## config.mk

```make
export PLATFORM = sky130hd
export DESIGN_NAME = reg_write_arbiter_flat
export DESIGN_NICKNAME = d
export VERILOG_FILES = /design/src/rtl/reg_write_arbiter_pkg.sv /design/src/rtl/reg_write_arbiter_if.sv /design/src/rtl/reg_write_arbiter_dff_reg.sv /design/src/rtl/reg_write_arbiter.sv /design/src/flat_wrapper.sv
export SDC_FILE = /design/constraint.sdc
export NUM_CORES = 1
export LEC_CHECK = 0
export ABC_AREA = 0
export CORE_MARGIN = 4
export CORE_UTILIZATION = 43
export CTS_CLUSTER_SIZE = 28
export DETAILED_ROUTE_END_ITERATION = 8
export PLACE_DENSITY = 0.83
export SLEW_MARGIN = 0
export SYNTH_ARGS = -nofsm -noshare
export SYNTH_HDL_FRONTEND = slang
export SYNTH_SLANG_ARGS = --single-unit
```

## constraint.sdc

```tcl
create_clock -name clk -period 2.75 [get_ports clk]
set_clock_uncertainty 0.15 [all_clocks]
set_input_delay 0.55 -clock clk [delete_from_list [all_inputs] [get_ports clk]]
set_output_delay 0.55 -clock clk [all_outputs]
set_load 0.01 [all_outputs]
```

## src/rtl/reg_write_arbiter_pkg.sv

```systemverilog
// Shared types for the two-requester register write arbiter: FSM states,
// requester indices and the round-robin winner pick.
package reg_write_arbiter_pkg;

  typedef enum logic [1:0] {
    IDLE  = 2'd0,
    GRANT = 2'd1,
    WRITE = 2'd2,
    ACK   = 2'd3
  } state_t;

  localparam logic REQ0 = 1'b0;
  localparam logic REQ1 = 1'b1;

  // On a tie the requester that did not complete the last write wins.
  function automatic logic pick_winner(input logic req0, input logic req1, input logic last);
    if (req0 && req1) return ~last;
    return req1 ? REQ1 : REQ0;
  endfunction

endpackage

```

## src/rtl/reg_write_arbiter_if.sv

```systemverilog
// Request/grant/ack bundle between the two writers and the arbiter.
interface reg_write_arbiter_if #(parameter int WIDTH = 8);
  logic             req0, req1;
  logic [WIDTH-1:0] d0, d1;
  logic             gnt0, gnt1;
  logic             ack0, ack1;
  logic             busy;
  logic [WIDTH-1:0] Q, Qr;

  modport slave  (input  req0, req1, d0, d1,
                  output gnt0, gnt1, ack0, ack1, busy, Q, Qr);
  modport master (output req0, req1, d0, d1,
                  input  gnt0, gnt1, ack0, ack1, busy, Q, Qr);
endinterface

```

## src/rtl/reg_write_arbiter_dff_reg.sv

```systemverilog
// WIDTH-bit load-enabled register with async active-low clear and a
// complemented output.
module dff_reg #(
  parameter int WIDTH = 8
) (
  input  logic             clk,
  input  logic             rst_n,
  input  logic             i_load,
  input  logic [WIDTH-1:0] i_d,
  output logic [WIDTH-1:0] o_q,
  output logic [WIDTH-1:0] o_qr
);

  logic [WIDTH-1:0] r_q;

  always_ff @(posedge clk or negedge rst_n) begin
    if (!rst_n)      r_q <= '0;
    else if (i_load) r_q <= i_d;
  end

  assign o_q  = r_q;
  assign o_qr = ~r_q;

endmodule

```

## src/rtl/reg_write_arbiter.sv

```systemverilog
// Two-requester write arbiter: IDLE->GRANT->WRITE->ACK handshake in front of
// one shared register, alternating between requesters on a tie.
module reg_write_arbiter
  import reg_write_arbiter_pkg::*;
#(
  parameter int WIDTH = 8
) (
  input  logic               clk,
  input  logic               r,
  reg_write_arbiter_if.slave bus
);

  state_t           r_state;
  logic             r_owner, r_last;
  logic             r_gnt0, r_gnt1, r_ack0, r_ack1, r_busy;
  logic             w_req_own, w_winner, w_load;
  logic [WIDTH-1:0] w_d, w_q, w_qr;

  assign w_req_own = (r_owner == REQ1) ? bus.req1 : bus.req0;
  assign w_d       = (r_owner == REQ1) ? bus.d1   : bus.d0;
  assign w_winner  = pick_winner(bus.req0, bus.req1, r_last);
  // The register loads only when the owner is still requesting at WRITE exit.
  assign w_load    = (r_state == WRITE) && w_req_own;

  always_ff @(posedge clk or negedge r) begin
    if (!r) begin
      r_state <= IDLE;
      r_owner <= REQ0;
      r_last  <= REQ1;
      r_gnt0  <= 1'b0;
      r_gnt1  <= 1'b0;
      r_ack0  <= 1'b0;
      r_ack1  <= 1'b0;
      r_busy  <= 1'b0;
    end else begin
      case (r_state)
        IDLE: begin
          if (bus.req0 || bus.req1) begin
            r_state <= GRANT;
            r_owner <= w_winner;
            r_gnt0  <= (w_winner == REQ0);
            r_gnt1  <= (w_winner == REQ1);
            r_busy  <= 1'b1;
          end
        end
        GRANT: begin
          if (w_req_own) begin
            r_state <= WRITE;
          end else begin
            r_state <= IDLE;
            r_gnt0  <= 1'b0;
            r_gnt1  <= 1'b0;
            r_busy  <= 1'b0;
          end
        end
        WRITE: begin
          r_gnt0 <= 1'b0;
          r_gnt1 <= 1'b0;
          if (w_req_own) begin
            r_state <= ACK;
            r_last  <= r_owner;
            r_ack0  <= (r_owner == REQ0);
            r_ack1  <= (r_owner == REQ1);
          end else begin
            r_state <= IDLE;
            r_busy  <= 1'b0;
          end
        end
        ACK: begin
          if (!w_req_own) begin
            r_state <= IDLE;
            r_ack0  <= 1'b0;
            r_ack1  <= 1'b0;
            r_busy  <= 1'b0;
          end
        end
        default: begin
          r_state <= IDLE;
          r_gnt0  <= 1'b0;
          r_gnt1  <= 1'b0;
          r_ack0  <= 1'b0;
          r_ack1  <= 1'b0;
          r_busy  <= 1'b0;
        end
      endcase
    end
  end

  dff_reg #(.WIDTH(WIDTH)) u_q (
    .clk    (clk),
    .rst_n  (r),
    .i_load (w_load),
    .i_d    (w_d),
    .o_q    (w_q),
    .o_qr   (w_qr)
  );

  assign bus.gnt0 = r_gnt0;
  assign bus.gnt1 = r_gnt1;
  assign bus.ack0 = r_ack0;
  assign bus.ack1 = r_ack1;
  assign bus.busy = r_busy;
  assign bus.Q    = w_q;
  assign bus.Qr   = w_qr;

endmodule

```

## src/flat_wrapper.sv

```systemverilog
// flat-port wrapper written by rule: the top's interface ports become plain ports
module reg_write_arbiter_flat import reg_write_arbiter_pkg::*;
#(
  parameter int WIDTH = 8
)
  (clk, r, bus_req0, bus_req1, bus_d0, bus_d1, bus_gnt0, bus_gnt1, bus_ack0, bus_ack1, bus_busy, bus_Q, bus_Qr);
  reg_write_arbiter_if #(.WIDTH(WIDTH)) bus_i ();
  input  logic clk;
  input  logic r;
  input wire logic [$bits(bus_i.req0)-1:0] bus_req0;
  input wire logic [$bits(bus_i.req1)-1:0] bus_req1;
  input wire logic [$bits(bus_i.d0)-1:0] bus_d0;
  input wire logic [$bits(bus_i.d1)-1:0] bus_d1;
  output wire logic [$bits(bus_i.gnt0)-1:0] bus_gnt0;
  output wire logic [$bits(bus_i.gnt1)-1:0] bus_gnt1;
  output wire logic [$bits(bus_i.ack0)-1:0] bus_ack0;
  output wire logic [$bits(bus_i.ack1)-1:0] bus_ack1;
  output wire logic [$bits(bus_i.busy)-1:0] bus_busy;
  output wire logic [$bits(bus_i.Q)-1:0] bus_Q;
  output wire logic [$bits(bus_i.Qr)-1:0] bus_Qr;
  assign bus_i.req0 = bus_req0;
  assign bus_i.req1 = bus_req1;
  assign bus_i.d0 = bus_d0;
  assign bus_i.d1 = bus_d1;
  assign bus_gnt0 = bus_i.gnt0;
  assign bus_gnt1 = bus_i.gnt1;
  assign bus_ack0 = bus_i.ack0;
  assign bus_ack1 = bus_i.ack1;
  assign bus_busy = bus_i.busy;
  assign bus_Q = bus_i.Q;
  assign bus_Qr = bus_i.Qr;
  reg_write_arbiter #(.WIDTH(WIDTH)) u_core (.clk(clk), .r(r), .bus(bus_i));
endmodule
```

# --- Yosys cells after proc, flatten, opt, wreduce, memory -nomap -nowiden ---
# Index checks and enable logic that the tools add are counted.
op_classes:
  addsub: 0
  mul: 0
  n_div: 0
  order_cmp: 0
  n_eq_ne: 8
  n_shift: 0
  muxes: 22
  bitwise: 4
  reduce_logical: 13
op_table:
  columns: ["op", "count"]
  rows:
  - ["$mux W1", 11]
  - ["$mux W2", 4]
  - ["$mux W8", 1]
  - ["$not A8 Y8", 1]
  - ["$pmux W2 S4", 1]
  - ["$reduce_and A2 Y1", 4]
  - ["$ne A2 B2 Y1 const B", 3]
  - ["$pmux W1 S2", 3]
  - ["$pmux W1 S3", 2]
  - ["$reduce_and A3 Y1", 2]
  - ["$eq A2 B2 Y1 const B", 2]
  - ["$ne A2 B1 Y1 const B", 2]
  - ["$not A1 Y1", 3]
  - ["$reduce_bool A3 Y1", 1]
  - ["$reduce_or A3 Y1", 1]
  - ["$eq A2 B1 Y1 const B", 1]
  - ["$logic_and A1 B1 Y1", 2]
  - ["$logic_not A2 Y1", 1]
  - ["$reduce_bool A2 Y1", 1]
  - ["$logic_or A1 B1 Y1", 1]
word_totals:
  regBits: 17
  latch_bits: 0
  ram_bits: 0
  romBits: 0
  inputBits: 20
  output_inout_bits: 21
  wordCells: 56
  mem_count: 0

# --- Logic depth before layout (Yosys ltp) ---
depth:
  word_depth: 6
  ltp_mapped: 6
  mapped_depth_nobuf: 5

# --- Cells and area by module ---
# A second synthesis with hierarchy kept.
unflattened:
  hier_cells: 94
  hier_area_um2: 1078.5
modules_own_cells:
  columns: ["mod", "n_inst", "cells_each", "area_per_inst_um2", "seq_area_each_um2"]
  rows:
  - ["reg_write_arbiter", 1, 69, 716.9, 226.5]
  - ["dff_reg", 1, 25, 361.6, 200.2]

# --- Least setup slack after synthesis ---
# No wires, ideal clock.
synth_timing:
  kind: "reg-to-reg"
  start: "register u_core.r_state[0]"
  end: "register u_core.r_gnt0, in the netlist u_core.bus.gnt0"
  setup_time_ns: 0.128
  arrival_ns: 1.406
  required_ns: 2.472
  path_slack_ns: 1.066
  path_stages_with_launch: 6
  path_buffers: 0
  synth_period_minus_slack_ns: 1.684
  path_cell_list: "dfrtp_1 inv_1 ha_1 nor3b_1 a211oi_2 mux2_1"
synth_via:
  elab_chain_len: 3
  word_cells_on_any_way: 8
  cone_classes: "4 x eq/ne; 1 x mux; 3 x reduce/logical"
synth_rtl:
  columns: ["item", "line_no", "text"]
  rows:
  - ["from (decl)", "reg_write_arbiter.sv:13", "state_t r_state;"]
  - ["from (signal assigned)", "reg_write_arbiter.sv:27", "r_state <= IDLE;"]
  - ["from (signal assigned)", "reg_write_arbiter.sv:39", "r_state <= GRANT;"]
  - ["from (signal assigned)", "reg_write_arbiter.sv:48", "r_state <= WRITE;"]
  - ["$eq A2 B1 Y1 (tied with other cells)", "reg_write_arbiter.sv:36", "case (r_state)"]
  - ["$ne A2 B2 Y1 (no source line) (tied with other cells)", null, null]
  - ["$reduce_and A3 Y1 (no source line)", null, null]
  - ["to (signal assigned)", "reg_write_arbiter.sv:41", "r_gnt0 <= (w_winner == REQ0);"]
  - ["to (decl)", "reg_write_arbiter.sv:15", "logic r_gnt0, r_gnt1, r_ack0, r_ack1, r_busy;"]
# Parallel ways exist; a longest one is shown, timed or not.
# A chain may end at the register's enable or synchronous reset.

# --- Worst setup path in the final report ---
layout_timing:
  start: "input bus_req0"
  end: "register u_core.r_gnt1, in the netlist u_core.bus.gnt1"
layout_via:
  elab_chain_len: 5
  word_cells_on_any_way: 10
  cone_classes: "2 x eq/ne; 5 x mux; 3 x reduce/logical"
layout_rtl:
  columns: ["item", "line_no", "text"]
  rows:
  - ["from (decl)", "flat_wrapper.sv:10", "input wire logic [$bits(bus_i.req0)-1:0] bus_req0;"]
  - ["$logic_and A1 B1 Y1", "reg_write_arbiter_pkg.sv:17", "if (req0 && req1) return ~last;"]
  - ["$mux W1", "reg_write_arbiter_pkg.sv:17", null]
  - ["$mux W1", "reg_write_arbiter_pkg.sv:18", "return req1 ? REQ1 : REQ0;"]
  - ["$mux W1", "reg_write_arbiter.sv:38", "if (bus.req0 || bus.req1) begin"]
  - ["$pmux W1 S3", "reg_write_arbiter.sv:36", null]
  - ["to (signal assigned)", "reg_write_arbiter.sv:42", "r_gnt1 <= (w_winner == REQ1);"]
  - ["to (decl)", "reg_write_arbiter.sv:15", null]
# Parallel ways exist; a longest one is shown, timed or not. The select of a mux whose other input is x is not followed.

==> impl_metrics.yaml <==
place:
  dp_hpwl_mm: 1.66
  io_buffers: 40
  dpl.cell_count: 151
  place_congestion: 0.719
clock_tree:
  clockRootBuffer: "clkbuf_4"
  tritoncts: "done"
  clk_pin_slew_worst_paths_ns: 0.09
  cts_setup_buffers: 0
  cts_buffers: 3
  clkLatencyLatePin_ns: 0.28
  clk_path_buf_depth: 2
  cts_hold_buf: 0
  clock_sinks: 17
  cts.repair.resized: 0
  htree_levels: 1
synth:
  seq_area_frac_synth: 0.478
  synth_simple_gate_area_frac: 0.0826
  synthFlopType: "dfrtp_1"
  synthMuxAreaShare: 0.0868
  synthArstFlopShare: 1.00
  yosysUniqueCellTypes: 28
  synth_enable_flop_cells: 0
  synth_seq_cells: 17
  yosys.area.top_type_share: 0.448
  synth_compound_gate_area_share: 0.220
  syn_inst: 89
  syn_area_um2: 893
  synth.area.top_cells: "dfrtp_1, a21oi_1, ha_1"
  yosys.area_share.adder: 0.0560
  yosysTopAreaCell: "dfrtp_1"
  yosys_warnings: 0
  synth_top_family_by_area: "compound AO/OA/AOI/OAI gates"
  synth_xor_area_frac: 0
  synth.avg_cell_area_um2: 10.0
  syn_nets: 113
detailed_routing:
  drc: 0
  postRouteAntennaNets: 0
  first_pass_iters: 4
  first_iter_violations: 7
  vias: 782
  wl_per_cell_um: 13.3
  via_per_inst: 5.05
  wl_mm: 2.06
setup_path:
  critPathTopFamily: "multiplexers"
  regToRegEndpoint: "u_core.bus.gnt1"
  rrSetupSlack_ns: 0.82
  reg2reg_from: "u_core.r_owner"
  path_buf_inv: 1
  start_kind: "input port"
  crit_cells: 4
  crit_fanout: 12
  slowest_stage: "clkdlybuf4s50_1"
  cp.arrival_ns: 2.04
  rr_worst_depth: 3
  critPathMaxStageDelay_ns: 0.49
  worst-setup-path-type: "input port to flip-flop"
  critPathRequiredTime_ns: 2.77
  critPathCaptureType: "flip-flop"
  cp_cell_sequence: "clkdlybuf4s50_1 -> mux2_4 -> a211oi_2 -> mux2_1"
status:
  status: "completed"
sta:
  period_minus_slack_ns: 2.02
  worst_pin_slew_ns: 0.743
  relSlewSlack: 0.503
  rsz0062_at_grt: "false"
  post-route-period-util: 0.734
  tns_ns: 0
  setup_violations: 0
  timing.fmax_mhz: 495
  report.final.slew_viol_count: 0
  hold_viol: 0
  whs_ns: 0.324
global_route:
  grt_max_degree: 18
  grt_use_total: 0.162
  grt_antenna_before_repair: 0
  grt_pass1_vias: 777
  overflow: 0
  grt_pass1_wl_mm: 3.38
worst_hold_path:
  whs_endpoint: "u_core.r_last"
  hold_path_class: "flip-flop to flip-flop"
  min_path_cells: 2
  hp-start: "u_core.r_last"
power:
  peakVddDrop_mv: 0.611
  total_power_uw: 1400
  leakage_uw: 0.000588
  powerDensity_mw_per_mm2: 1060
job:
  maxCapViolCount: 0
finish:
  final_cell_mix: "clkdlybuf4s50_1, dfrtp_1, a21oi_1, inv_1, o22ai_1"
  fill_cells: 170
  syn_to_final_growth_pct: 48.5
  n_antenna_cell: 0
  final_common_cell: "clkdlybuf4s50_1"
  final_cells: 155
  drive_above_1_share: 0.0469
  nNetsFinal: 153
floorplanning:
  core_mm2: 0.00196
  die_h_um: 53.6
  start_util: 0.455
  ios: 41
  dieArea_mm2: 0.00287
  rows: 16
  chipWidth_um: 53.6
-- state kept, by name, indices dropped and copies added, names as in the netlist --
signal           cells
u_core.bus.ack1      1
u_core.u_q.o_q       8
u_core.r_state       2
u_core.bus.gnt1      1
u_core.r_last        1
u_core.bus.ack0      1
u_core.r_owner       1
u_core.bus.busy      1
u_core.bus.gnt0      1
-- how the worst max path moves through the flow --
stage / start / slack, ns / to
global placement: bus_req0 / 0.47 / u_core.bus.gnt1
detailed placement: bus_req0 / 0.41 / u_core.bus.gnt1
floorplan: u_core.r_state[0] / 1.07 / u_core.bus.gnt0
global route: bus_req0 / 0.67 / u_core.bus.gnt1
CTS: bus_req0 / 0.72 / u_core.bus.gnt1
finish: bus_req0 / 0.73 / u_core.bus.gnt1
-- cells in the mapped netlist, types with 2 or more instances --
cell and count:
dfrtp_1 16, a21oi_1 15, inv_1 11, o22ai_1 5
ha_1 4, mux2i_1 4, nand2_1 4, clkbuf_1 3
nand2b_1 3, o211ai_1 3, mux2_1 2, nor2_1 2
o221ai_1 2
-- worst reg2reg max path: cells and delay by family, from the launching register on --
family	cells	cell delay [ns]
flops	1	0.62
mux	2	0.76
compound gates	1	0.29
-- routing by layer --
layer,track usage,vias up,routed length (µm)
met5,0,-,0
met1,0.208,363,916
met2,0.255,28,928
li1,-,389,-
met4,0.0638,0,14
met3,0.0499,2,197
-- power breakdown --
group / internal (µW) / leakage, µW / switching [µW] / total, µW
Clock: 56.4 / 0.0000150 / 76.8 / 133
Sequential: 376 / 0.000198 / 103 / 479
Combinational: 445 / 0.000375 / 343 / 789
Total: 878 / 0.000588 / 523 / 1400
-- metrics by stage --
stage          utilization  instance area, µm²  worst slack [ns]
3_3_place_gp         0.663                1300             0.471
6_report             0.676                1330             0.730
4_1_cts              0.676                1330             0.725
3_5_place_dp         0.663                1300             0.413
5_1_grt              0.676                1330             0.666
2_1_floorplan            -                 893              1.07
-- logic make-up after synthesis --
| logic type | Yosys count |
|---|---|
| DFF | 17 |
| buffers and inverters | 16 |
| and+or+nand+nor | 14 |
| muxes | 7 |
| adders and majority gates | 4 |
| AOI/OAI and AO/OA | 31 |
-- area by class of cell --
cell class | count | area [µm²] | area share
sequential | 17 | 427 | 0.322
inverter | 11 | 41.3 | 0.0311
tap | 27 | 33.8 | 0.0255
clock buffer | 4 | 26.3 | 0.0198
multi-input combinational | 56 | 398 | 0.300
timing repair buffer | 40 | 400 | 0.302
Note: power is estimated with default switching activity, not from simulation.
